### src/rtl/mc_control_fsm_pkg.sv
// Shared constants, state encoding and control-word layout for the multi-cycle MIPS controller.
package mc_control_fsm_pkg;

  localparam logic [5:0] OP_RTYPE = 6'b000000;
  localparam logic [5:0] OP_LW    = 6'b100011;
  localparam logic [5:0] OP_SW    = 6'b101011;
  localparam logic [5:0] OP_BEQ   = 6'b000100;
  localparam logic [5:0] OP_J     = 6'b000010;
  localparam logic [5:0] OP_ADDI  = 6'b001000;
  localparam logic [5:0] OP_SLTI  = 6'b001010;

  localparam logic [5:0] FN_ADD  = 6'b100000;
  localparam logic [5:0] FN_SUB  = 6'b100010;
  localparam logic [5:0] FN_AND  = 6'b100100;
  localparam logic [5:0] FN_OR   = 6'b100101;
  localparam logic [5:0] FN_SLT  = 6'b101010;
  localparam logic [5:0] FN_MULT = 6'b011000;
  localparam logic [5:0] FN_DIV  = 6'b011010;

  localparam logic [1:0] ALUOP_ADD   = 2'b00;
  localparam logic [1:0] ALUOP_SUB   = 2'b01;
  localparam logic [1:0] ALUOP_FUNCT = 2'b10;
  localparam logic [1:0] ALUOP_SLT   = 2'b11;

  localparam logic [1:0] SRCB_RT     = 2'b00;
  localparam logic [1:0] SRCB_FOUR   = 2'b01;
  localparam logic [1:0] SRCB_IMM    = 2'b10;
  localparam logic [1:0] SRCB_IMM_SH = 2'b11;

  localparam logic [1:0] PCSRC_ALU    = 2'b00;
  localparam logic [1:0] PCSRC_ALUOUT = 2'b01;
  localparam logic [1:0] PCSRC_JUMP   = 2'b10;

  typedef enum logic [3:0] {
    S_FETCH     = 4'd0,
    S_DECODE    = 4'd1,
    S_MEM_ADDR  = 4'd2,
    S_MEM_READ  = 4'd3,
    S_MEM_WB    = 4'd4,
    S_MEM_WRITE = 4'd5,
    S_R_EXEC    = 4'd6,
    S_R_WB      = 4'd7,
    S_I_EXEC    = 4'd8,
    S_I_WB      = 4'd9,
    S_BRANCH    = 4'd10,
    S_JUMP      = 4'd11,
    S_MD_BUSY   = 4'd12
  } state_e;

  typedef struct packed {
    logic [1:0] alu_op;
    logic       alu_src_a;
    logic [1:0] alu_src_b;
    logic       i_or_d;
    logic       mem_read;
    logic       mem_write;
    logic       ir_write;
    logic       pc_write;
    logic       pc_write_cond;
    logic [1:0] pc_source;
    logic       reg_dst;
    logic       mem_to_reg;
    logic       reg_write;
    logic       illegal_op;
    logic       md_start;
    logic       hilo_write;
  } ctrl_t;

  function automatic logic is_alu_funct(input logic [5:0] fn);
    return fn inside {FN_ADD, FN_SUB, FN_AND, FN_OR, FN_SLT};
  endfunction

  function automatic logic is_md_funct(input logic [5:0] fn);
    return fn inside {FN_MULT, FN_DIV};
  endfunction

endpackage

### src/rtl/mc_control_fsm_md_sequencer.sv
// Mult/div iteration counter: loads MD_CYCLES-1 on start, counts down to zero.
// Instantiated by mc_control_fsm only when MC_MULDIV_EN is defined.
module mc_control_fsm_md_sequencer #(
  parameter int MD_CYCLES = 32,
  parameter int MD_CNT_W  = 6
) (
  input  logic clk,
  input  logic rst,
  input  logic load_i,
  output logic first_o,
  output logic done_o
);

  logic [MD_CNT_W-1:0] cnt_q;
  logic                first_q;

  // NOTE: sequential state uses non-blocking assignments so every register samples pre-edge values.
  always_ff @(posedge clk) begin
    if (rst) begin
      cnt_q   <= '0;
      first_q <= 1'b0;
    end else begin
      first_q <= load_i;
      if (load_i)
        cnt_q <= MD_CNT_W'(MD_CYCLES - 1);
      else if (cnt_q != '0)
        cnt_q <= cnt_q - 1'b1;
    end
  end

  assign first_o = first_q;
  assign done_o  = (cnt_q == '0);

endmodule

### src/rtl/mc_control_fsm.sv
// Multi-cycle MIPS main controller: one state per datapath step, outputs decoded from state.
// Optional mult/div sequencing is enabled by defining MC_MULDIV_EN.
module mc_control_fsm
  import mc_control_fsm_pkg::*;
#(
  parameter int MD_CYCLES = 32,
  parameter int MD_CNT_W  = 6
) (
  input  logic       clk,
  input  logic       rst,
  input  logic [5:0] opcode,
  input  logic [5:0] funct,
  input  logic       zero,
  input  logic       mem_ready,
  output logic [1:0] alu_op,
  output logic       alu_src_a,
  output logic [1:0] alu_src_b,
  output logic       i_or_d,
  output logic       mem_read,
  output logic       mem_write,
  output logic       ir_write,
  output logic       pc_write,
  output logic       pc_write_cond,
  output logic [1:0] pc_source,
  output logic       reg_dst,
  output logic       mem_to_reg,
  output logic       reg_write,
  output logic       illegal_op,
  output logic       md_start,
  output logic       hilo_write
);

  if ((2 ** MD_CNT_W) <= MD_CYCLES || MD_CYCLES < 1) begin : g_bad_md_cfg
    $error("mc_control_fsm: MD_CNT_W too narrow for MD_CYCLES");
  end

  state_e state_q, state_d;
  ctrl_t  ctrl;

  // The branch decision is made in the datapath from pc_write_cond and zero.
  logic zero_unused;
  assign zero_unused = zero;

`ifdef MC_MULDIV_EN
  logic md_load, md_first, md_done;

  mc_control_fsm_md_sequencer #(
    .MD_CYCLES (MD_CYCLES),
    .MD_CNT_W  (MD_CNT_W)
  ) u_md_seq (
    .clk     (clk),
    .rst     (rst),
    .load_i  (md_load),
    .first_o (md_first),
    .done_o  (md_done)
  );
`endif

  // NOTE: every always_comb output gets a default first, so no path can infer a latch.
  always_comb begin
    state_d = state_q;
    ctrl    = '0;
`ifdef MC_MULDIV_EN
    md_load = 1'b0;
`endif
    case (state_q)
      S_FETCH: begin
        ctrl.mem_read  = 1'b1;
        ctrl.alu_src_b = SRCB_FOUR;
        ctrl.alu_op    = ALUOP_ADD;
        ctrl.pc_source = PCSRC_ALU;
        if (mem_ready) begin
          ctrl.ir_write = 1'b1;
          ctrl.pc_write = 1'b1;
          state_d       = S_DECODE;
        end
      end
      S_DECODE: begin
        ctrl.alu_src_b = SRCB_IMM_SH;
        case (opcode)
          OP_LW, OP_SW:     state_d = S_MEM_ADDR;
          OP_RTYPE:         state_d = S_R_EXEC;
          OP_BEQ:           state_d = S_BRANCH;
          OP_J:             state_d = S_JUMP;
          OP_ADDI, OP_SLTI: state_d = S_I_EXEC;
          default: begin
            ctrl.illegal_op = 1'b1;
            state_d         = S_FETCH;
          end
        endcase
      end
      S_MEM_ADDR: begin
        ctrl.alu_src_a = 1'b1;
        ctrl.alu_src_b = SRCB_IMM;
        state_d        = (opcode == OP_SW) ? S_MEM_WRITE : S_MEM_READ;
      end
      S_MEM_READ: begin
        ctrl.mem_read = 1'b1;
        ctrl.i_or_d   = 1'b1;
        if (mem_ready) state_d = S_MEM_WB;
      end
      S_MEM_WB: begin
        ctrl.reg_write  = 1'b1;
        ctrl.mem_to_reg = 1'b1;
        state_d         = S_FETCH;
      end
      S_MEM_WRITE: begin
        ctrl.mem_write = 1'b1;
        ctrl.i_or_d    = 1'b1;
        if (mem_ready) state_d = S_FETCH;
      end
      S_R_EXEC: begin
        ctrl.alu_src_a = 1'b1;
        ctrl.alu_src_b = SRCB_RT;
        ctrl.alu_op    = ALUOP_FUNCT;
        if (is_alu_funct(funct)) begin
          state_d = S_R_WB;
`ifdef MC_MULDIV_EN
        end else if (is_md_funct(funct)) begin
          md_load = 1'b1;
          state_d = S_MD_BUSY;
`endif
        end else begin
          ctrl.illegal_op = 1'b1;
          state_d         = S_FETCH;
        end
      end
      S_R_WB: begin
        ctrl.reg_write = 1'b1;
        ctrl.reg_dst   = 1'b1;
        state_d        = S_FETCH;
      end
      S_I_EXEC: begin
        ctrl.alu_src_a = 1'b1;
        ctrl.alu_src_b = SRCB_IMM;
        ctrl.alu_op    = (opcode == OP_SLTI) ? ALUOP_SLT : ALUOP_ADD;
        state_d        = S_I_WB;
      end
      S_I_WB: begin
        ctrl.reg_write = 1'b1;
        state_d        = S_FETCH;
      end
      S_BRANCH: begin
        ctrl.alu_src_a     = 1'b1;
        ctrl.alu_src_b     = SRCB_RT;
        ctrl.alu_op        = ALUOP_SUB;
        ctrl.pc_write_cond = 1'b1;
        ctrl.pc_source     = PCSRC_ALUOUT;
        state_d            = S_FETCH;
      end
      S_JUMP: begin
        ctrl.pc_write  = 1'b1;
        ctrl.pc_source = PCSRC_JUMP;
        state_d        = S_FETCH;
      end
`ifdef MC_MULDIV_EN
      S_MD_BUSY: begin
        ctrl.md_start = md_first;
        if (md_done) begin
          ctrl.hilo_write = 1'b1;
          state_d         = S_FETCH;
        end
      end
`endif
      default: state_d = S_FETCH;
    endcase
    // Reset overrides the decode so nothing is written on the reset edge.
    if (rst) ctrl = '0;
  end

  always_ff @(posedge clk) begin
    if (rst) state_q <= S_FETCH;
    else     state_q <= state_d;
  end

  assign alu_op        = ctrl.alu_op;
  assign alu_src_a     = ctrl.alu_src_a;
  assign alu_src_b     = ctrl.alu_src_b;
  assign i_or_d        = ctrl.i_or_d;
  assign mem_read      = ctrl.mem_read;
  assign mem_write     = ctrl.mem_write;
  assign ir_write      = ctrl.ir_write;
  assign pc_write      = ctrl.pc_write;
  assign pc_write_cond = ctrl.pc_write_cond;
  assign pc_source     = ctrl.pc_source;
  assign reg_dst       = ctrl.reg_dst;
  assign mem_to_reg    = ctrl.mem_to_reg;
  assign reg_write     = ctrl.reg_write;
  assign illegal_op    = ctrl.illegal_op;
  assign md_start      = ctrl.md_start;
  assign hilo_write    = ctrl.hilo_write;

endmodule

### config.mk
export PLATFORM = sky130hd
export DESIGN_NAME = mc_control_fsm
export DESIGN_NICKNAME = d
export VERILOG_FILES = /design/src/rtl/mc_control_fsm_pkg.sv /design/src/rtl/mc_control_fsm_md_sequencer.sv /design/src/rtl/mc_control_fsm.sv
export SDC_FILE = /design/constraint.sdc
export NUM_CORES = 1
export LEC_CHECK = 0
export ABC_CLOCK_PERIOD_IN_PS = 3500
export CORE_MARGIN = 2
export CORE_UTILIZATION = 40
export DETAILED_ROUTE_END_ITERATION = 8
export GPL_ROUTABILITY_DRIVEN = 0
export GPL_TIMING_DRIVEN = 0
export PLACE_DENSITY = 0.79
export SYNTH_ARGS = -nofsm -noshare
export SYNTH_HDL_FRONTEND = slang
export SYNTH_SLANG_ARGS = --single-unit
### constraint.sdc
create_clock -name clk -period 3.5 [get_ports clk]
set_input_delay 1.05 -clock clk [delete_from_list [all_inputs] [get_ports clk]]
set_output_delay 1.05 -clock clk [all_outputs]
set_load 0.01 [all_outputs]
==> metrics.txt <==
status=finished, final reports clean; startpoint types=input pin; critical path class=in2out; syn avg cell area=7.469 um2; CP required=2.45 ns; Detailed Route WL=2095 um; total grt overflow=0; commonest non-fill, non-tap cell in the layout=clkdlybuf4s50_1; Initial Utilization=0.4239; top post-synthesis cells by area=dfxtp_1, nor2_1, nor2b_1, and4b_1, mux2i_1; Top FF cell, synth=dfxtp_1; vias in the first global route=763; die height=46.78 um; CP Cell Sequence=buf_2, or3b_4, a2111oi_4, o21ai_1, o21ai_1, clkbuf_2; Final HPWL DP=1583 um; Yosys reg bits=4; Post-CTS Hold Buffers=0; vias per std cell=5.582; H-tree levels=1; PortBufs=30; routed vias=882; ANT nets after route=0; CP dominant cell by count=o21ai_1; maximum buffer depth of the clock tree=2; die area=0.002188 mm2; most frequent cells in the layout=clkdlybuf4s50_1, nor2_1; endpoints failing hold=0; synth warn=0; core area=0.001727 mm2; post-route core utilization=0.6493; clk sink count=4; highest clock rate=296.2 MHz; design area=0.001121 mm2; fraction of layout cells with a size suffix above 1=0.2030; global-route wire length before repair=3374 um; Area Overhead vs Synth=53.16%; leakage power total=0.4399 nW; async set-or-reset flop fraction in the synthesized netlist=0; post-synthesis sequential area ratio=0.1094; crit end category=output port; placed cell areas=0.001067 mm2; CTS tree=built; Arrival @ worst endpoint=2.33 ns; post-synthesis instance area=732.0 um2; area leader, netlist=dfxtp_1; CTS Buf Count=3; max cap viols=0; Cells after Synth=98; EDFF count, synth=0; Power Dens Cells=168.2 mW/mm2; CP max FO=9; iteration count of the initial detailed-routing pass=4; Iter 0 DRT Violations=12; number of I/O pins=35; Worst IR Drop VDD=0.1527 mV; top sig layer=met3; top flop regs=state_q: 4 flops; met2 wire length=1022 um; synth unique cells=45; ANT cells=0; Clk Tree Root Cell=clkbuf_4; site row count=15; DRC Markers=0; Die Width=46.78 um; top cell type's share of synthesized area=0.1094; Non-Filler Instances=158; final count of pins violating max slew=0; post-route minimum period=3.376 ns; Largest register FFs=4; wl on met1=952 um; initial antenna violation count=0; Clock Latency Late Sink=0.24 ns; Wirelength per Cell=13.26 um; GRT Total Usage=0.2060; Met3 Wirelength=121 um; Power Total=0.0001885 W; worst hold-check path type=reg2reg; CP max stage delay=0.43 ns; Worst-path clk slew=0.04 ns; RSZ-0062 raised after global routing=false; largest net degree at the start of global routing=11; final hold slack=0.7834 ns; final net count=151; Tcrit/Tclk final=0.9646; placed cell count=154; clock skew=0.005622 ns; slowest CP cell=or3b_4; setup violators final=0; most flop-heavy register=state_q
[where the power goes]
group | leakage (nW) | internal, W | switching [W]
clock | 0.0138 | 0.0000383 | 0.0000185
sequential | 0.0325 | 0.0000473 | 0.000000865
combinational | 0.394 | 0.0000414 | 0.0000422
total | 0.440 | 0.000127 | 0.0000615
[timing repair]
item | 4_1_cts | 5_1_grt
setup buffers | 1 | 0
pin swaps | 1 | 0
setup endpoints to repair | 6 | 3
cloned | 0 | 0
resized for setup | 18 | 7
endpoints found under the hold margin | 0 | 0
[per-stage QoR]
stage	worst slack, ns	setup TNS [ns]
floorplan	0.3228	0
global placement	-0.6677	-1.807
detailed placement	-0.6667	-1.891
CTS	0.001103	0
global route	0.05022	0
finish	0.1239	0
[final timing paths]
path / startpoint / endpoint / slack (ns) / cells after the start
setup / recovery: rst / illegal_op / 0.12 / 6
hold / removal: state_q[0]$_SDFFE_PP0P_ / state_q[1]$_SDFFE_PP0P_ / 0.78 / 4
setup reg to reg: state_q[2]$_SDFFE_PP0P_ / state_q[1]$_SDFFE_PP0P_ / 1.94 / 5
hold reg to reg: state_q[0]$_SDFFE_PP0P_ / state_q[1]$_SDFFE_PP0P_ / 0.78 / 4
[synthesized netlist by cell type, types with 2 or more instances]
library cell and number:
o21ai_1 2, nor2_1 12, nand3_1 3, a211oi_1 2, and4b_1 3, and3_1 3
dfxtp_1 4, a2bb2oi_1 2, a2111oi_0 2, nor3_1 4, buf_2 5, mux2i_1 3
or2_1 2, nand3b_1 2, buf_4 4, nand2_1 2, a31oi_1 4, nor2b_1 5
a21oi_1 3, clkbuf_1 3, nand2b_1 4
[logic make-up after synthesis]
| kind of cell | synth area share |
|---|---|
| buffers and inverters | 0.09572 |
| AOI/OAI and AO/OA | 0.3043 |
| muxes | 0.04103 |
| and+or+nand+nor | 0.4205 |
| xor gates and xnor gates | 0.02394 |
| DFF | 0.1094 |
| other | 0.005123 |
[worst max-delay path: cells and delay by family]
| kind | cells | cell delay, ns |
|---|---|---|
| AND/OR/NAND/NOR | 1 | 0.43 |
| buffers and inverters | 2 | 0.30 |
| AO/OA/AOI/OAI | 3 | 0.53 |
[layout make-up]
class	count	area (um2)
Multi-Input combinational cell	82	620.6
Fill cell	158	605.6
Clock buffer	3	22.52
Inverter	1	3.754
Timing Repair Buffer	31	296.5
Sequential cell	4	80.08
Buffer	12	66.31
Tap cell	25	31.28
[per-layer routing]
metal / GRT usage / vias up
met5: 0 / -
met4: 0.05556 / 0
met3: 0.02692 / 0
met2: 0.3425 / 41
met1: 0.2801 / 396
li1: - / 445
(Power assumes the default switching activity.)
